### config.mk
export PLATFORM = sky130hd
export DESIGN_NAME = vga_plot_arbiter
export DESIGN_NICKNAME = d
export VERILOG_FILES = /design/src/rtl/vga_plot_arbiter.sv
export SDC_FILE = /design/constraint.sdc
export NUM_CORES = 1
export LEC_CHECK = 0
export CORE_MARGIN = 2
export CORE_UTILIZATION = 43
export CTS_BUF_LIST = sky130_fd_sc_hd__clkbuf_8
export CTS_CLUSTER_SIZE = 16
export DETAILED_ROUTE_END_ITERATION = 16
export PLACE_DENSITY = 0.83
export SETUP_SLACK_MARGIN = 0.15
export SLEW_MARGIN = 5
export SYNTH_ARGS = -nofsm -noshare
export SYNTH_HDL_FRONTEND = slang
export SYNTH_SLANG_ARGS = --single-unit
### constraint.sdc
create_clock -name clk -period 2.4 [get_ports clk]
set_input_delay 0.48 -clock clk [delete_from_list [all_inputs] [get_ports clk]]
set_output_delay 0.48 -clock clk [all_outputs]
set_load 0.02 [all_outputs]
### src/rtl/vga_plot_arbiter.sv
// vga_plot_arbiter: shares the single VGA plot port between the pixel
// generators (floor, tree, man drawer/eraser, gameover). Grants are round-robin
// and burst-locked: the owner keeps the port until it signals done, drops its
// request, or overstays TIMEOUT cycles.
//
// Handshake: req[i] is a level held for the whole burst. gnt[i] is the
// registered one-hot grant. While gnt[i] is high, a pixel is accepted on every
// cycle with valid_in[i]=1 (no backpressure) and appears on vga_* one cycle
// later. done[i] is a one-cycle pulse that ends the burst; a pixel that is
// valid in the same cycle as done is still plotted. Non-owner valid/done are
// ignored.
module vga_plot_arbiter #(
  parameter int N_REQ   = 4,
  parameter int X_W     = 8,
  parameter int Y_W     = 7,
  parameter int C_W     = 3,
  parameter int TIMEOUT = 19200,
  parameter int TO_W    = 15
) (
  input  logic                   clk,
  input  logic                   reset,
  input  logic [N_REQ-1:0]       req,
  input  logic [N_REQ-1:0]       done,
  input  logic [N_REQ-1:0]       valid_in,
  input  logic [N_REQ*X_W-1:0]   x_in,
  input  logic [N_REQ*Y_W-1:0]   y_in,
  input  logic [N_REQ*C_W-1:0]   colour_in,
  output logic [N_REQ-1:0]       gnt,
  output logic [X_W-1:0]         vga_x,
  output logic [Y_W-1:0]         vga_y,
  output logic [C_W-1:0]         vga_colour,
  output logic                   vga_plot,
  output logic                   busy,
  output logic                   timeout_err,
  output logic [1:0]             state_dbg
);

  localparam int PW = (N_REQ > 1) ? $clog2(N_REQ) : 1;

  localparam logic [1:0] S_IDLE    = 2'd0;
  localparam logic [1:0] S_OWN     = 2'd1;
  localparam logic [1:0] S_RELEASE = 2'd2;

  logic [1:0]      state;
  logic [PW-1:0]   ptr;
  logic [PW-1:0]   owner;
  logic [TO_W-1:0] to_cnt;

  logic            found;
  logic [PW-1:0]   win;
  int              idx;
  logic [PW-1:0]   owner_next;
  logic            owner_exit;
  logic            timeout_hit;
  logic [X_W-1:0]  own_x;
  logic [Y_W-1:0]  own_y;
  logic [C_W-1:0]  own_c;

  // Round-robin search: first set req bit starting at ptr, wrapping.
  always_comb begin
    found = 1'b0;
    win   = '0;
    idx   = 0;
    for (int k = 0; k < N_REQ; k++) begin
      idx = int'(ptr) + k;
      if (idx >= N_REQ) idx = idx - N_REQ;
      if (!found && req[idx]) begin
        found = 1'b1;
        win   = PW'(idx);
      end
    end
  end

  // Owner-side decode: next RR start, burst end conditions and pixel slice.
  always_comb begin
    owner_next  = (owner == PW'(N_REQ - 1)) ? '0 : owner + PW'(1);
    owner_exit  = done[owner] | ~req[owner];
    timeout_hit = (to_cnt == TO_W'(TIMEOUT - 1));
    own_x       = x_in[int'(owner)*X_W +: X_W];
    own_y       = y_in[int'(owner)*Y_W +: Y_W];
    own_c       = colour_in[int'(owner)*C_W +: C_W];
  end

  // Arbitration FSM plus registered plot port; reset aborts any burst at once.
  always_ff @(posedge clk) begin
    if (reset) begin
      state       <= S_IDLE;
      ptr         <= '0;
      owner       <= '0;
      to_cnt      <= '0;
      gnt         <= '0;
      vga_x       <= '0;
      vga_y       <= '0;
      vga_colour  <= '0;
      vga_plot    <= 1'b0;
      timeout_err <= 1'b0;
    end else begin
      case (state)
        S_IDLE: begin
          vga_plot <= 1'b0;
          to_cnt   <= '0;
          if (found) begin
            gnt   <= {{(N_REQ-1){1'b0}}, 1'b1} << win;
            owner <= win;
            state <= S_OWN;
          end
        end
        S_OWN: begin
          // The owner's pixel of this cycle is plotted even on its last cycle.
          vga_plot <= valid_in[owner];
          if (valid_in[owner]) begin
            vga_x      <= own_x;
            vga_y      <= own_y;
            vga_colour <= own_c;
          end
          to_cnt <= to_cnt + TO_W'(1);
          if (owner_exit || timeout_hit) begin
            state <= S_RELEASE;
            gnt   <= '0;
            ptr   <= owner_next;
            // A clean done on the last allowed cycle is not a timeout.
            if (!owner_exit) timeout_err <= 1'b1;
          end
        end
        S_RELEASE: begin
          // One turnaround cycle with no grant and no plot.
          gnt      <= '0;
          vga_plot <= 1'b0;
          to_cnt   <= '0;
          state    <= S_IDLE;
        end
        default: begin
          gnt      <= '0;
          vga_plot <= 1'b0;
          to_cnt   <= '0;
          state    <= S_IDLE;
        end
      endcase
    end
  end

  assign busy      = (state == S_OWN) || (state == S_RELEASE);
  assign state_dbg = state;

endmodule

==> flow_summary.yaml <==
status:
  status: "completed"
global_routing:
  met2_usage_pct: 37.6
  met1_usage_pct: 25.1
  grtUsageTotal_pct: 21.3
  grt_max_degree: 28
  grt_pass1_vias: 2341
  grt_most_used_layer: "met2"
  met3_usage_pct: 3.75
  antenna_found_initial: 0
  grt.overflow.total: 0
  grt_pass1_wl_um: 10400
cts:
  htree_levels: 2
  numCtsBuffers: 5
  cts_root_buf: "clkbuf_8"
  cts_tree: "yes"
  clock_latency_ns: 0.31
  cts_setup_buffers: 0
  cts.clk_slew.worst_paths_ns: 0.08
  cts.sinks: 45
  clockBufferDepth: 2
floorplanning:
  io_pins: 113
  initial_core_util_pct: 44.3
  dieArea_um2: 6250
  die_x_um: 79.1
  row_count: 27
  die_y_um: 79.1
  core_area_um2: 5470
sta:
  tns_ns: 0
  relSlewSlack_pct: 52.5
  fin_crit_sh_pct: 90.6
  grt_setup_unrepaired: "no"
  drv_slew: 0
  finalHoldViolCount: 0
  final-setup-viol-count: 0
  skew_ns: 0.0125
  fmax_mhz: 460
  worst-slew-pin-transition_ns: 0.713
  layout_min_cycle_time_ns: 2.17
routing:
  ant_nets: 0
  drtIter0Drc: 123
  via_count: 2415
  dr.pass1.iters: 4
  viasPerCell: 5.35
  totalWireLength_um: 6800
  wl_per_cell_um: 15.1
  remaining_drc_errors: 0
synth:
  ys_types: 42
  synth_edf_count: 0
  synth_flop_cell: "dfxtp_1"
  ys_seq_area_share_pct: 37.2
  syn-instance-count: 260
  synth-seq-cells: 45
  syn-cell-area_um2: 2420
  postSynthAreaPerCell_um2: 9.32
  async_flop_share_pct: 0
  yosysWarnings: 0
  synth_nets: 351
critical_path:
  start_kind: "register"
  setup.worst_path.end_class: "register"
  critPathRequiredTime_ns: 2.60
  cp.arrival_ns: 2.37
  path_cells: "or4b_1 -> or4_4 -> a21boi_4 -> mux2_2"
  regToRegEndpoint: "ptr[0]"
  crit_type: "reg -> reg"
  timing.rr.start: "to_cnt[10]"
  r2r_cells: 4
  r2r_slack_ns: 0.23
  slowest_delay_ns: 0.63
  critPathMaxFanout: 6
  cp_slowest_cell: "or4_4"
power_and_ir_drop:
  power_frac_seq_pct: 38.6
  power.share.switching_pct: 33.0
  net-switching-power_w: 0.000757
  peakVddDrop_v: 0.000413
  total_power_w: 0.00230
  combPwrFrac_pct: 40.9
  p_per_area_nw_per_um2: 607
  power_frac_clock_pct: 20.5
  p_leak_nw: 1.26
  p_int_w: 0.00154
final_layout:
  antenna_cells: 0
  final_cell_mix: "clkdlybuf4s50_1 (112), nand2_1 (50), dfxtp_1 (45)"
  drive_above_1_share_pct: 12.7
  register_area_um2: 901
  layout_commonest_cell: "clkdlybuf4s50_1"
  final_nets: 469
  fill_cells: 438
  areaGrowthSynthToFinish_pct: 56.3
  multi_input_area_um2: 1440
run:
  drv_cap: 0
placed_design:
  dp_hpwl_um: 5390
  io_buffers: 112
  gp_congestion: 0.877
worst_hold_path:
  holdPathStages: 1
  hold_class: "reg -> reg"
  min_from: "to_cnt[0]"
  holdPathEnd: "to_cnt[0]"
[power by group through the flow]
stage	Combinational (W)	Clock (W)	Sequential, W
2_1_floorplan	0.000452	0	0.000969
3_3_place_gp	0.000911	0	0.000900
3_5_place_dp	0.000937	0	0.000904
4_1_cts	0.000943	0.000482	0.000887
5_1_grt	0.00101	0.000509	0.000901
6_report	0.000940	0.000471	0.000886
[through the flow]
step / instance area (µm²) / cells / hold slack, ns / util, % / setup WS [ns]
5_1_grt: 3790 / 451 / 0.475 / 69.2 / 0.153
3_3_place_gp: 3680 / 443 / 0.432 / 67.2 / 0.175
3_5_place_dp: 3680 / 443 / 0.445 / 67.2 / 0.122
6_report: 3790 / 451 / 0.457 / 69.2 / 0.226
4_1_cts: 3780 / 451 / 0.457 / 69.0 / 0.227
2_1_floorplan: 2420 / 260 / 0.418 / - / 0.280
[kinds of logic after synthesis]
family | share of synthesized area (%)
compound gates | 12.0
xor+xnor | 3.25
fa+ha+maj | 2.58
buf+inv | 3.98
flops | 37.2
mux | 19.9
simple gates | 21.1
[critical path, delay by kind of cell, from the launching register on]
| kind | cells | cell delay, ns |
|---|---|---|
| AO/OA/AOI/OAI | 1 | 0.20 |
| flip-flops | 1 | 0.34 |
| multiplexers | 1 | 0.35 |
| AND/OR/NAND/NOR | 2 | 1.18 |
[repair_timing]
item	in CTS	in global routing
hold buffers	0	0
setup endpoints to repair	5	1
resized for setup	2	1
[metal layers]
layer | up-vias | routed length, µm
li1 | 1177 | -
met1 | 1144 | 2580
met2 | 81 | 3690
met3 | 13 | 361
met4 | 0 | 161
met5 | - | 0
[flip-flops by register name (all words and copies together), names as in the netlist]
name / count
gnt: 4
vga_x: 8
vga_colour: 3
state_dbg: 2
vga_plot: 1
vga_y: 7
ptr: 2
owner: 2
to_cnt: 15
timeout_err: 1
[how the worst max path moves through the flow]
stage | startpoint | endpoint | slack [ns] | cells after the start
after detailed placement | req[3] | gnt[3] | 0.12 | 5
after global routing | state_dbg[1] | busy | 0.15 | 3
after CTS | to_cnt[10] | ptr[0] | 0.23 | 4
after floorplan | to_cnt[10] | ptr[0] | 0.28 | 5
final | to_cnt[10] | ptr[0] | 0.23 | 4
after global placement | req[3] | ptr[0] | 0.18 | 5
[cell type report]
type                       count  area share (%)
clock buffer                   5            1.82
timing repair buffer         125            32.2
inverter                      11            1.09
clock inverter                 3           0.595
sequential                    45            23.8
multi-input combinational    190            38.1
tap                           72            2.38
[cells in the mapped netlist (all sizes together) (2+ instances only)]
master | instances | area [µm²]
a21oi | 26 | 130
a31oi | 2 | 12.5
and2 | 2 | 12.5
and3 | 2 | 17.5
buf | 5 | 21.3
clkbuf | 9 | 33.8
dfxtp | 45 | 901
ha | 5 | 62.6
inv | 11 | 41.3
mux2i | 2 | 20.0
mux4 | 20 | 450
nand2 | 50 | 188
nand2b | 3 | 18.8
nand3 | 5 | 25.0
nor2 | 17 | 63.8
nor2b | 6 | 37.5
nor3 | 4 | 20.0
nor4 | 3 | 18.8
o21ai | 4 | 20.0
o32ai | 4 | 35.0
or3 | 6 | 37.5
or4 | 4 | 30.0
xnor2 | 7 | 61.3
xor2 | 2 | 17.5
Note: power is estimated with default switching activity, not from simulation.
